## config.mk

```make
export PLATFORM = sky130hd
export DESIGN_NAME = tri_sum_monitor_flat
export DESIGN_NICKNAME = d
export VERILOG_FILES = /design/src/rtl/tri_sum_monitor_if.sv /design/src/rtl/tri_sum_monitor.sv /design/src/flat_wrapper.sv
export SDC_FILE = /design/constraint.sdc
export NUM_CORES = 1
export LEC_CHECK = 0
export BUFFER_PORTS_ARGS = -buffer_cell sky130_fd_sc_hd__buf_2
export CORE_MARGIN = 2
export CORE_UTILIZATION = 47
export DETAILED_ROUTE_END_ITERATION = 8
export PLACE_DENSITY = 0.69
export SLEW_MARGIN = 30
export SYNTH_ARGS = -nofsm -noshare
export SYNTH_HDL_FRONTEND = slang
export SYNTH_SLANG_ARGS = --single-unit
```

## constraint.sdc

```tcl
create_clock -name clk -period 7.1 [get_ports clk]
set_input_delay 0.71 -clock clk [delete_from_list [all_inputs] [get_ports clk]]
set_output_delay 0.71 -clock clk [all_outputs]
set_load 0.02 [all_outputs]
```

## src/rtl/tri_sum_monitor_if.sv

```systemverilog
// tri_sum_monitor_if: connects the triangular-sum accumulator, its
// selector strobe and the lockstep monitor outputs.
// There is no valid/ready pair. Every clock edge is one transfer and
// there is no backpressure. The producer presents selector/x_in/y_in,
// and the monitor samples them on every rising edge. The monitor outputs
// are registered, and each one is meaningful in every cycle.
interface tri_sum_monitor_if #(
  parameter int W = 15
);
  logic         selector;
  logic [W-1:0] x_in;
  logic [W-1:0] y_in;
  logic         done;
  logic         fail;
  logic [1:0]   err_code;
  logic [15:0]  fail_cycle;
  logic [15:0]  stall_cnt;
  logic [1:0]   dbg_state;

  // producer / bench side
  modport master (
    output selector, x_in, y_in,
    input  done, fail, err_code, fail_cycle, stall_cnt, dbg_state
  );

  // monitor side
  modport slave (
    input  selector, x_in, y_in,
    output done, fail, err_code, fail_cycle, stall_cnt, dbg_state
  );
endinterface

```

## src/rtl/tri_sum_monitor.sv

```systemverilog
// tri_sum_monitor: lockstep checker for the triangular-sum accumulator.
// It keeps a shadow copy (xs, ys) of the accumulator and compares the
// shadow with the observed x/y in every cycle. It also checks the
// property "y >= LIMIT implies x >= y".
// The first failure is latched and held until rst.
// Optional feature macro: TRI_MON_STALL_CNT_EN. When it is defined, the
// block counts the RUN cycles that have selector low. When it is not
// defined, stall_cnt is tied to zero.
module tri_sum_monitor #(
  parameter int W     = 15,
  parameter int LIMIT = 300
) (
  input  logic               clk,
  input  logic               rst,
  tri_sum_monitor_if.slave   bus
);

  typedef enum logic [1:0] {
    S_RUN  = 2'd0,
    S_DONE = 2'd1,
    S_FAIL = 2'd2
  } state_t;

  localparam logic [W-1:0] LIMIT_W = W'(LIMIT);
  localparam logic [W-1:0] LAST_W  = W'(LIMIT - 1);

  state_t        state_q;
  logic [W-1:0]  xs_q;
  logic [W-1:0]  ys_q;
  logic [15:0]   cyc_q;
  logic          done_q;
  logic          fail_q;
  logic [1:0]    err_q;
  logic [15:0]   fcyc_q;

  logic          prop_hit;
  logic          y_mis;
  logic          x_mis;
  logic [1:0]    hit_code;
  logic          step_en;

  // Decode the check result. The property outranks a y mismatch, and a
  // y mismatch outranks an x mismatch.
  always_comb begin
    prop_hit = (bus.y_in >= LIMIT_W) && (bus.x_in < bus.y_in);
    y_mis    = (bus.y_in != ys_q);
    x_mis    = (bus.x_in != xs_q);
    hit_code = 2'b00;
    if (prop_hit)   hit_code = 2'b11;
    else if (y_mis) hit_code = 2'b10;
    else if (x_mis) hit_code = 2'b01;
    step_en  = bus.selector && (ys_q < LIMIT_W);
  end

  // Main FSM. It updates the shadow, the cycle counter and the sticky
  // status flags. FAIL is absorbing, so only rst leaves it.
  always_ff @(posedge clk) begin
    if (rst) begin
      state_q <= S_RUN;
      xs_q    <= W'(1);
      ys_q    <= '0;
      cyc_q   <= '0;
      done_q  <= 1'b0;
      fail_q  <= 1'b0;
      err_q   <= 2'b00;
      fcyc_q  <= '0;
    end else begin
      if (cyc_q != 16'hFFFF) cyc_q <= cyc_q + 16'd1;
      case (state_q)
        S_RUN, S_DONE: begin
          if (hit_code != 2'b00) begin
            state_q <= S_FAIL;
            fail_q  <= 1'b1;
            err_q   <= hit_code;
            fcyc_q  <= cyc_q;
            done_q  <= 1'b0;
          end else if (step_en) begin
            // the sum wraps modulo 2^W, which matches the producer
            xs_q <= xs_q + ys_q;
            ys_q <= ys_q + W'(1);
            if (ys_q == LAST_W) begin
              state_q <= S_DONE;
              done_q  <= 1'b1;
            end
          end
        end
        default: ;
      endcase
    end
  end

`ifdef TRI_MON_STALL_CNT_EN
  logic [15:0] stall_q;

  // Count the RUN cycles with selector low. The count saturates at 0xFFFF.
  always_ff @(posedge clk) begin
    if (rst) begin
      stall_q <= '0;
    end else if (state_q == S_RUN && !bus.selector && stall_q != 16'hFFFF) begin
      stall_q <= stall_q + 16'd1;
    end
  end

  assign bus.stall_cnt = stall_q;
`else
  assign bus.stall_cnt = 16'h0000;
`endif

  assign bus.done       = done_q;
  assign bus.fail       = fail_q;
  assign bus.err_code   = err_q;
  assign bus.fail_cycle = fcyc_q;
  assign bus.dbg_state  = state_q;

endmodule

```

## src/flat_wrapper.sv

```systemverilog
// flat-port wrapper written by rule: the top's interface ports become plain ports
module tri_sum_monitor_flat 
#(
  parameter int W     = 15,
  parameter int LIMIT = 300
)
  (clk, rst, bus_selector, bus_x_in, bus_y_in, bus_done, bus_fail, bus_err_code, bus_fail_cycle, bus_stall_cnt, bus_dbg_state);
  tri_sum_monitor_if #(.W(W)) bus_i ();
  input  logic clk;
  input  logic rst;
  input wire logic [$bits(bus_i.selector)-1:0] bus_selector;
  input wire logic [$bits(bus_i.x_in)-1:0] bus_x_in;
  input wire logic [$bits(bus_i.y_in)-1:0] bus_y_in;
  output wire logic [$bits(bus_i.done)-1:0] bus_done;
  output wire logic [$bits(bus_i.fail)-1:0] bus_fail;
  output wire logic [$bits(bus_i.err_code)-1:0] bus_err_code;
  output wire logic [$bits(bus_i.fail_cycle)-1:0] bus_fail_cycle;
  output wire logic [$bits(bus_i.stall_cnt)-1:0] bus_stall_cnt;
  output wire logic [$bits(bus_i.dbg_state)-1:0] bus_dbg_state;
  assign bus_i.selector = bus_selector;
  assign bus_i.x_in = bus_x_in;
  assign bus_i.y_in = bus_y_in;
  assign bus_done = bus_i.done;
  assign bus_fail = bus_i.fail;
  assign bus_err_code = bus_i.err_code;
  assign bus_fail_cycle = bus_i.fail_cycle;
  assign bus_stall_cnt = bus_i.stall_cnt;
  assign bus_dbg_state = bus_i.dbg_state;
  tri_sum_monitor #(.W(W), .LIMIT(LIMIT)) u_core (.clk(clk), .rst(rst), .bus(bus_i));
endmodule
```

; Word-level counts from Yosys, hierarchy flattened
; Cells that the tools add are included.
[word_totals]
reg_bits = 68
out_inout_bits = 38
elab_cells = 39
[op_classes]
addsub = 3
order_cmp = 3
n_eq_ne = 5
mux = 9
bitwise_logic = 1
n_reduce_logical = 10
[ops]
columns = cell, n
row1 = 15-bit inequality test, 2
row2 = 16-bit by 1-bit adder with 16-bit output (second input constant), 1
row3 = 16-bit inequality test (second input constant), 1
row4 = 15-bit by 1-bit adder with 15-bit output (second input constant), 1
row5 = 15-bit adder, 1
row6 = 15-bit by 9-bit == test with 1-bit output (second input constant), 1
row7 = 15-bit by 9-bit >= comparator with 1-bit output (second input constant), 1
row8 = 15-bit < comparator, 1
row9 = 15-bit by 9-bit < comparator with 1-bit output (second input constant), 1
row10 = 2-bit 2-to-1 mux, 5
row11 = 3-bit AND reduction, 2
row12 = 2-bit nonzero test, 3
row13 = 1-bit 2-to-1 mux, 4
row14 = 2-bit by 1-bit == test with 1-bit output (second input constant), 1
row15 = 1-bit logical AND, 2
row16 = 2-bit logical NOT, 1
row17 = 2-bit AND reduction, 1
row18 = 2-bit OR reduction, 1
row19 = 1-bit inverter, 1

; Longest topological paths before layout
; Gate-level depths: netlist of run 1.
[depth]
depth_word = 7
depth_mapped = 11

; Worst setup path before layout of run 1
; OpenSTA, ideal clock, no wires.
[synth_timing]
path_type = input -> register
start = input bus_y_in[4]
end = register u_core.fcyc_q[10] (netlist: u_core.bus.fail_cycle[10])
setup_ns = 0.072
t_arrival_ns = 2.718
required_ns = 7.028
setup_slack_ns = 4.311
cell_stages = 11
cell_sequence = inv_1 ha_1 a21o_1 a211oi_1 o21ai_1 a221o_1 a21o_1 a21oi_1 buf_2 buf_6 mux2i_1
[synth_between]
elab_chain_cells = 5
[synth_rtl]
columns = element, line
row1 = start: declaration, flat_wrapper.sv:13  ; input wire logic [$bits(bus_i.y_in)-1:0] bus_y_in;
row2 = "15-bit by 9-bit >= comparator with 1-bit output, or another cell as far along", tri_sum_monitor.sv:45  ; prop_hit = (bus.y_in >= LIMIT_W) && (bus.x_in < bus.y_in);
row3 = 1-bit logical AND or 2-bit 2-to-1 mux (tied branches), "tri_sum_monitor.sv:45, tri_sum_monitor.sv:50"
row4 = 2-bit 2-to-1 mux (*), tri_sum_monitor.sv:49  ; if (prop_hit) hit_code = 2'b11;
row5 = 2-bit nonzero test (*), tri_sum_monitor.sv:71  ; if (hit_code != 2'b00) begin
row6 = 2-bit AND reduction (no source line) (*), --
row7 = end signal: assignment, tri_sum_monitor.sv:75  ; fcyc_q <= cyc_q;
row8 = end: declaration, tri_sum_monitor.sv:34  ; logic [15:0] fcyc_q;
; Every way passes the cells marked *; elsewhere a longest branch is shown, timed or not.
; A chain may end at the register's enable or synchronous reset.

; Worst setup path after layout of run 1
[layout_timing]
start = input bus_y_in[4]
end = register u_core.fcyc_q[8] (netlist: u_core.bus.fail_cycle[8])
; Same word-level chain as after synthesis.

==> results of run 1 <==
-- cells in the mapped netlist (all sizes together) (2+ instances only) --
| master | n | area [um2] |
|---|---|---|
| nand3 | 27 | 135 |
| inv | 23 | 86.3 |
| nor4 | 5 | 46.3 |
| buf | 26 | 175 |
| a21oi | 32 | 164 |
| and3 | 4 | 25.0 |
| o21bai | 2 | 15.0 |
| nand2 | 45 | 169 |
| nor2b | 11 | 68.8 |
| clkbuf | 11 | 41.3 |
| o21ai | 18 | 90.1 |
| nor2 | 32 | 120 |
| or4 | 5 | 37.5 |
| a31oi | 5 | 31.3 |
| nand2b | 2 | 12.5 |
| xor2 | 10 | 87.6 |
| nor3 | 16 | 80.1 |
| a211oi | 7 | 52.6 |
| or2 | 2 | 12.5 |
| and2 | 3 | 21.3 |
| o21a | 6 | 45.0 |
| and4 | 2 | 17.5 |
| o31ai | 4 | 30.0 |
| a21o | 11 | 82.6 |
| nand4 | 13 | 96.3 |
| o31a | 2 | 17.5 |
| xnor2 | 41 | 359 |
| ha | 30 | 375 |
| a211o | 2 | 17.5 |
| mux2i | 18 | 180 |
| dfxtp | 67 | 1340 |
| o2bb2ai | 4 | 35.0 |
-- registers in the layout, indices dropped and copies added (netlist names) --
| signal | flops |
|---|---|
| u_core.bus.fail_cycle | 16 |
| u_core.cyc_q | 16 |
| u_core.xs_q | 15 |
| u_core.ys_q | 15 |
| u_core.bus.dbg_state | 2 |
| u_core.bus.err_code | 2 |
| u_core.bus.fail | 1 |
-- metal layers --
layer | wire length (um) | part of all wire [%]
met1 | 4830 | 48
met2 | 4550 | 45
met3 | 463 | 4.6
met4 | 166 | 1.7
met5 | 0 | 0
-- layout make-up --
type | instances | area (um2) | share of cell area, %
inverter | 23 | 86.3 | 1.83
timing repair buffer | 55 | 278 | 5.88
sequential | 67 | 1340 | 28.4
clock buffer | 9 | 124 | 2.62
clock inverter | 7 | 98.8 | 2.09
multi-input combinational | 392 | 2660 | 56.3
tap | 108 | 135 | 2.86
-- worst paths after layout --
check,startpoint,to,slack [ns],depth (start not counted)
worst max-delay path,bus_y_in[4],u_core.bus.fail_cycle[8]$_SDFFE_PP0P_,4.10,11
worst min-delay path,u_core.bus.fail_cycle[2]$_SDFFE_PP0P_,u_core.bus.fail_cycle[2]$_SDFFE_PP0P_,0.46,2
worst max register to register,u_core.ys_q[0]$_SDFFE_PP0P_,u_core.xs_q[14]$_SDFFE_PP0P_,4.11,10
worst min register to register,u_core.bus.fail_cycle[2]$_SDFFE_PP0P_,u_core.bus.fail_cycle[2]$_SDFFE_PP0P_,0.46,2
-- cell families (layout without fill, tap and decap cells) --
group,Yosys count,in the layout
multiplexers,19,19
flip-flops,67,67
XOR/XNOR,51,51
buffers and inverters,60,94
AND/OR/NAND/NOR,171,171
AO/OA/AOI/OAI,104,104
adder cells (fa/ha/maj),31,31
other,1,16
-- worst max-delay path, cell delays in order --
cell and delay (ns):
buf_2 0.11, inv_1 0.05, ha_1 0.31, a21o_1 0.17, a211oi_1 0.23, o21ai_1 0.12
a221o_1 0.40, a21o_1 0.37, a21oi_2 0.23, buf_4 0.32, mux2i_1 0.24
-- where the power goes --
group / switching (mW) / leakage [nW] / internal, mW / total [mW]
logic: 0.0481 / 1.37 / 0.0296 / 0.0777
registers: 0.00327 / 0.542 / 0.379 / 0.383
clock network: 0.156 / 0.110 / 0.200 / 0.357
-- through the flow --
step	setup WS (ns)	util [%]	power [mW]
2_1_floorplan	4.31	-	0.449
6_report	4.10	54.2	0.817
4_1_cts	4.08	54.2	0.822
5_1_grt	3.88	54.2	0.850
3_3_place_gp	3.61	51.5	0.466
3_5_place_dp	3.79	51.6	0.468
==> results.ini, run 1 <==
[run_status]
status = complete, no violations

[floorplan]
die_h_um = 98.9
io_pins = 71
die_width_um = 98.9
design.die.area_mm2 = 0.00979
num_rows = 34
core-area_mm2 = 0.00872
start_util_pct = 48.6

[synth]
synth_xor_xnor_area_share_pct = 10.5
netlist_instances = 504
synth_top_family_by_area = simple AND/OR/NAND/NOR gates
yosysSeqAreaShare_pct = 31.7
ys_warn_count = 0
ys.flop_type = dfxtp_1
ys_ff_latch = 67
synth.area.mux_share_pct = 4.52
synthAdderAreaFrac_pct = 9.33
ys_types = 59
synthSimpleGateAreaFrac_pct = 20.6
synth.avg_cell_area_um2 = 8.41
ys_async_sr_fraction_pct = 0
syn_area_mm2 = 0.00424
synth_edf_count = 0
synth-compound-area-share_pct = 16.1

[setup_path]
critPathArrivalTime_ns = 3.26
cp.required_ns = 7.36
critPathMaxFanout = 18
crit_path_end_kind = flop
startpoint_type = primary input
criticalPathCategory = primary input to flop

[route]
via_count = 3639
wl_um = 10000
drt_iter0_markers = 115
wl_per_cell_um = 15.1
viasPerCell = 5.51
first_pass_iters = 5
drcViolationCount = 0
detail-route-antenna-nets = 0

[timing]
timing.fmax_mhz = 333
min_period_over_period_pct = 42.3
drv_slew = 0
tightest_slew_ns = 0.906
finalSetupViolations = 0
rsz0062_at_grt = false
fin_crit_ns = 3.00
fin_setup_tns_ns = 0
fin_skew_ns = 0.0137
max_slew_margin_pct = 39.6
holdWs_ns = 0.458
hold_viol = 0

[global_route]
grtUsageMet3_pct = 3.55
gr-usage-met1_pct = 28.8
grt.busiest_layer = met2
grt.overflow.total = 0
grt_max_degree = 47
grt_pass1_wl_um = 16900
first_global_vias = 3567
grt_antenna_before_repair = 0
grt_usage_pct = 21.1
use_met2_pct = 34.0

[final_layout]
drive_gt1_share_pct = 14.5
fin_nets = 612
num_antenna_cells = 0
fin_cells = 661
area_delta_synth_final_pct = 11.5
n_fill_cell = 826
final_area_mm2 = 0.00472
final_cell_mix = dfxtp_1 (67), buf_2 (54), nand2_1 (45)
final_common_cell = dfxtp_1

[placed_design]
portBuffers = 54
dp.cells = 645
placedInstanceArea_mm2 = 0.00450
dp_hpwl_um = 7480
place.gp.congestion = 0.882

[run]
cap_violations = 0

[clock_network]
clk_path_buf_depth = 2
cts_buffers = 9
cts_tree = built
cts_sinks = 67
cts_setup_buffers = 0
root_buffer = clkbuf_8
cts_resized = 0
hold_buffers = 0
htree_levels = 3
clk_latency_ns = 0.34
path_clk_slew_ns = 0.08

[pwr]
p_leak_nw = 2.02
vdd_drop_max_mv = 0.122
cellPowerDensity_mw_per_mm2 = 173

[hold_path]
hold_class = flop to flop

No activity file was read; power rests on OpenSTA's default activity.
==> run 2, diff against run 1 <==
- PLACE_DENSITY: 0.69 -> 0.71
- clock period: 7.1 -> 2.5 ns (I/O delays scaled with it)
==> results.ini, run 2 (same netlist as run 1, synthesis figures left out) <==
[run_status]
status = complete, no violations

[timing]
timing.fmax_mhz = 413
fin_skew_ns = 0.0137  ; +0.0000388 ns
max_slew_margin_pct = 54.5  ; +15 points
drv_slew = 0  ; unchanged
hold_viol = 0  ; unchanged
tightest_slew_ns = 0.682  ; -0.224 ns
min_period_over_period_pct = 96.9
holdWs_ns = 0.424  ; -0.0341 ns
fin_crit_ns = 2.42
finalSetupViolations = 0  ; unchanged

[route]
via_count = 3858  ; +6.0%
detail-route-antenna-nets = 0  ; unchanged
first_pass_iters = 4  ; -1
viasPerCell = 5.60  ; +1.7%
drt_iter0_markers = 189  ; +64%
wl_um = 10600  ; +5.5%
wl_per_cell_um = 15.3  ; +1.2%
drcViolationCount = 0  ; unchanged

[final_layout]
fin_nets = 640  ; +4.6%
register_area_mm2 = 0.00134  ; unchanged
n_fill_cell = 819  ; -0.85%
multi_input_area_mm2 = 0.00270  ; +1.4%
final_area_mm2 = 0.00498  ; +5.5%
area_delta_synth_final_pct = 17.6
fin_cells = 689  ; +4.2%
drive_gt1_share_pct = 19.8  ; +5.3 points
final_cell_mix = dfxtp_1 (67), buf_2 (54), nand2_1 (45)
final_common_cell = dfxtp_1
num_antenna_cells = 0  ; unchanged

[pwr]
power_frac_comb_pct = 10.0  ; +0.5 points
cellPowerDensity_mw_per_mm2 = 452  ; +160%
switchingPower_mw = 0.610  ; +190%
p_total_mw = 2.25  ; +180%
power.internal_mw = 1.64  ; +170%
p_clk_share_pct = 41.8  ; -1.9 points
swShare_pct = 27.1  ; +1.7 points
vdd_drop_max_mv = 0.257  ; +110%
seqPwrFrac_pct = 48.3  ; +1.5 points
p_leak_nw = 2.18  ; +8.0%

[placed_design]
dp_hpwl_um = 7900  ; +5.7%
place.gp.congestion = 0.839  ; -4.9%
dp.cells = 672  ; +4.2%
portBuffers = 54  ; unchanged
placedInstanceArea_mm2 = 0.00472  ; +4.9%

[floorplan]
io_pins = 71  ; unchanged
start_util_pct = 48.6  ; unchanged
die_h_um = 98.9  ; unchanged
die_width_um = 98.9  ; unchanged
num_rows = 34  ; unchanged
design.die.area_mm2 = 0.00979  ; unchanged
core-area_mm2 = 0.00872  ; unchanged

[clock_network]
root_buffer = clkbuf_8
path_clk_slew_ns = 0.08  ; about the same
cts_tree = built
cts_buffers = 9  ; unchanged
clk_path_buf_depth = 2  ; unchanged
htree_levels = 3  ; unchanged
cts_sinks = 67  ; unchanged
clk_latency_ns = 0.35  ; about the same

[setup_path]
startpoint = u_core.xs_q[1]$_SDFFE_PP0P_
r2r-end = u_core.ys_q[6]$_SDFFE_PP0P_
r2r_slack_ns = 0.08  ; -4.03 ns
cp.required_ns = 2.77  ; -4.59 ns
startpoint_type = flop
reg2reg_from = u_core.xs_q[1]$_SDFFE_PP0P_
critPathMaxFanout = 25  ; +7
criticalPathCategory = flop to flop
critPathArrivalTime_ns = 2.69  ; -0.57 ns
worst-r2r-cell-count = 9  ; -1
crit_end = u_core.ys_q[6]$_SDFFE_PP0P_
crit_path_end_kind = flop

[hold_path]
hold_class = primary input to flop

[global_route]
grt_max_degree = 46  ; -2.1%
grt.overflow.total = 0  ; unchanged
grt_antenna_before_repair = 0  ; unchanged
grt_pass1_wl_um = 17300  ; +2.0%
first_global_vias = 3650  ; +2.3%
grt_usage_pct = 21.9  ; +0.83 points

[run]
cap_violations = 0  ; unchanged

run 2: layout make-up:
| type | instances | area share (%) |
|---|---|---|
| Clock buffer | 9 | 2.49 |
| Clock inverter | 7 | 1.68 |
| Inverter | 23 | 1.73 |
| Multi-Input combinational cell | 392 | 54.2 |
| Sequential cell | 67 | 26.9 |
| Tap cell | 108 | 2.71 |
| Timing Repair Buffer | 83 | 10.3 |
run 2: worst min path at each step:
stage | from | endpoint | slack [ns] | cells after the start
2_1_floorplan | u_core.cyc_q[9]$_SDFFE_PP0P_ | u_core.bus.fail_cycle[9]$_SDFFE_PP0P_ | 0.46 | 2
3_3_place_gp | u_core.bus.fail_cycle[2]$_SDFFE_PP0P_ | u_core.bus.fail_cycle[2]$_SDFFE_PP0P_ | 0.44 | 2
3_5_place_dp | u_core.bus.fail_cycle[2]$_SDFFE_PP0P_ | u_core.bus.fail_cycle[2]$_SDFFE_PP0P_ | 0.44 | 2
4_1_cts | bus_x_in[14] | u_core.bus.err_code[0]$_SDFFE_PP0P_ | 0.43 | 4
5_1_grt | rst | u_core.ys_q[14]$_SDFFE_PP0P_ | 0.47 | 3
6_report | rst | u_core.xs_q[0]$_SDFFE_PP1P_ | 0.42 | 3
run 2: critical path: stages (launching register included):
cell and delay [ns]:
dfxtp_1 0.33, buf_4 0.14, xnor2_1 0.21, nand4_1 0.18
nor4_4 0.34, o31a_1 0.23, a21oi_2 0.09, buf_12 0.18
or4_1 0.51, a21oi_1 0.14
run 2: through the flow:
step / setup TNS [ns] / util (%) / setup WS [ns]
after floorplan: 0 / - / 0.0736
after global placement: 0 / 54.1 / 0.0277
after detailed placement: -0.213 / 54.1 / -0.0537
after CTS: 0 / 56.5 / 0.0281
after global routing: -0.0388 / 57.1 / -0.0149
final: 0 / 57.1 / 0.0777
run 2: what timing repair did:
action	CTS	global route
hold buffers	0	0
buffers inserted	0	1
gates resized for setup	0	8
endpoints found under the setup margin	0	7
run 2: power by group through the flow:
stage	Sequential, mW	Clock, mW	Combinational [mW]
5_1_grt	1.09	1.02	0.245
6_report	1.09	0.941	0.224
3_3_place_gp	1.11	0	0.215
2_1_floorplan	1.12	0	0.158
3_5_place_dp	1.11	0	0.222
4_1_cts	1.09	0.958	0.223
run 2: routing by layer:
metal | track usage (%) | vias to the layer above | routed length, um | part of all wire (%)
li1 | - | 1903 | - | -
met5 | 0 | - | 0 | 0
met1 | 29.2 | 1808 | 4860 | 46
met2 | 35.4 | 126 | 4880 | 46
met4 | 8.01 | 0 | 236 | 2.2
met3 | 4.04 | 21 | 578 | 5.5
==> run 3, diff against run 2 <==
- RECOVER_POWER: not set -> 100
==> results.ini, run 3 (same netlist as run 1, synthesis figures left out) <==
[run_status]
status = complete, no violations

[pwr]
power_frac_comb_pct = 9.9  ; about the same
p_clk_share_pct = 41.9  ; about the same
p_leak_nw = 2.09  ; -4.3%
p_total_mw = 2.25  ; about the same
vdd_drop_max_mv = 0.262  ; +1.8%
cellPowerDensity_mw_per_mm2 = 455  ; +0.62%
swShare_pct = 27.2  ; +0.12 points
power.internal_mw = 1.64  ; -0.13%
switchingPower_mw = 0.613  ; +0.50%
seqPwrFrac_pct = 48.3  ; about the same

[global_route]
grt_pass1_wl_um = 17300  ; unchanged
first_global_vias = 3650  ; unchanged
grt.overflow.total = 0  ; unchanged
grt_max_degree = 46  ; unchanged
grt_usage_pct = 21.9  ; unchanged
grt_antenna_before_repair = 0  ; unchanged

[setup_path]
path_cells = buf_4, xnor2_1, nand4_1, nor4_4, o31a_1, a21oi_2, buf_12, or4_1, a21oi_1
criticalPathCategory = flop to flop
slowest_stage = or4_1
crit_path_end_kind = flop
cp.required_ns = 2.77  ; about the same
critPathMaxFanout = 25  ; unchanged
critPathArrivalTime_ns = 2.70  ; about the same
startpoint_type = flop
max_stage_delay_ns = 0.51  ; about the same

[clock_network]
htree_levels = 3  ; unchanged
root_buffer = clkbuf_8
cts_buffers = 9  ; unchanged
cts_sinks = 67  ; unchanged
clk_path_buf_depth = 2  ; unchanged
cts_tree = built
path_clk_slew_ns = 0.08  ; about the same
hold_buffers = 0  ; unchanged
clk_latency_ns = 0.35  ; about the same

[floorplan]
die_width_um = 98.9  ; unchanged
core-area_mm2 = 0.00872  ; unchanged
io_pins = 71  ; unchanged
start_util_pct = 48.6  ; unchanged
num_rows = 34  ; unchanged
die_h_um = 98.9  ; unchanged
design.die.area_mm2 = 0.00979  ; unchanged

[route]
drt_iter0_markers = 200  ; +5.8%
wl_um = 10600  ; about the same
first_pass_iters = 4  ; unchanged
via_count = 3830  ; -0.73%
detail-route-antenna-nets = 0  ; unchanged
wl_per_cell_um = 15.3  ; about the same
viasPerCell = 5.56  ; -0.73%
drcViolationCount = 0  ; unchanged

[timing]
fin_skew_ns = 0.0155  ; +0.00181 ns
fin_crit_ns = 2.42  ; -0.000214 ns
max_slew_margin_pct = 55.0  ; +0.51 points
timing.fmax_mhz = 413  ; about the same
finalSetupViolations = 0  ; unchanged
drv_slew = 0  ; unchanged
min_period_over_period_pct = 96.9  ; about the same
fin_setup_tns_ns = 0  ; unchanged
tightest_slew_ns = 0.674  ; -0.00767 ns
hold_viol = 0  ; unchanged

[final_layout]
fin_nets = 640  ; unchanged
area_delta_synth_final_pct = 16.9
final_common_cell = dfxtp_1
drive_gt1_share_pct = 15.8  ; -4.0 points
num_antenna_cells = 0  ; unchanged
n_fill_cell = 828  ; +1.1%
final_cell_mix = dfxtp_1 (67), nand2_1 (45), xnor2_1 (41)

[placed_design]
dp_hpwl_um = 7900  ; unchanged
place.gp.congestion = 0.839  ; unchanged
portBuffers = 54  ; unchanged

[hold_path]
hold_class = primary input to flop

[run]
cap_violations = 0  ; unchanged

run 3: worst max-delay path: cells and delay by family (launching register included):
| kind | cells | cell delay, ns |
|---|---|---|
| buffers and inverters | 2 | 0.32 |
| flip-flops | 1 | 0.33 |
| AO/OA/AOI/OAI | 3 | 0.46 |
| AND/OR/NAND/NOR | 3 | 1.03 |
| XOR/XNOR | 1 | 0.21 |
run 3: stage by stage:
step           cells  setup slack (ns)  util, %  area, um2  hold slack, ns
2_1_floorplan    519            0.0736        -       4290           0.459
3_3_place_gp     672            0.0277     54.1       4720           0.441
3_5_place_dp     672           -0.0537     54.1       4720           0.443
4_1_cts          688            0.0281     56.5       4930           0.427
5_1_grt          689           -0.0149     56.8       4950           0.473
6_report         689            0.0779     56.8       4950           0.444
run 3: area by class of cell:
type,count,area [um2],share of cell area (%)
Clock buffer,9,124,2.50
Clock inverter,7,83.8,1.69
Tap cell,108,135,2.73
Timing Repair Buffer,83,484,9.78
Multi-Input combinational cell,392,2700,54.5
Inverter,23,86.3,1.74
Sequential cell,67,1340,27.1
run 3: layer usage:
layer  track usage, %  part of all wire [%]  wire length, um
met3             4.04                   6.1              647
met5                0                     0                0
met4             8.01                   2.3              247
met2             35.4                    46             4840
met1             29.2                    46             4820
run 3: power groups by stage:
stage	clock, mW	sequential (mW)	combinational (mW)
3_3_place_gp	0	1.11	0.215
5_1_grt	1.02	1.09	0.243
6_report	0.943	1.09	0.222
4_1_cts	0.958	1.09	0.223
3_5_place_dp	0	1.11	0.222
2_1_floorplan	0	1.12	0.158
run 3: final timing paths:
check                                            to                              startpoint  depth (start not counted)  slack [ns]
min reg2reg  u_core.bus.fail_cycle[11]$_SDFFE_PP0P_  u_core.bus.fail_cycle[11]$_SDFFE_PP0P_                          2        0.46
min                    u_core.ys_q[14]$_SDFFE_PP0P_                                     rst                          3        0.44
max                     u_core.ys_q[6]$_SDFFE_PP0P_             u_core.xs_q[1]$_SDFFE_PP0P_                          9        0.08
max reg2reg             u_core.ys_q[6]$_SDFFE_PP0P_             u_core.xs_q[1]$_SDFFE_PP0P_                          9        0.08
run 3: timing repair:
action / CTS / global route
resized for setup: 0 / 8
endpoints found under the setup margin: 0 / 7
setup buffers: 0 / 1
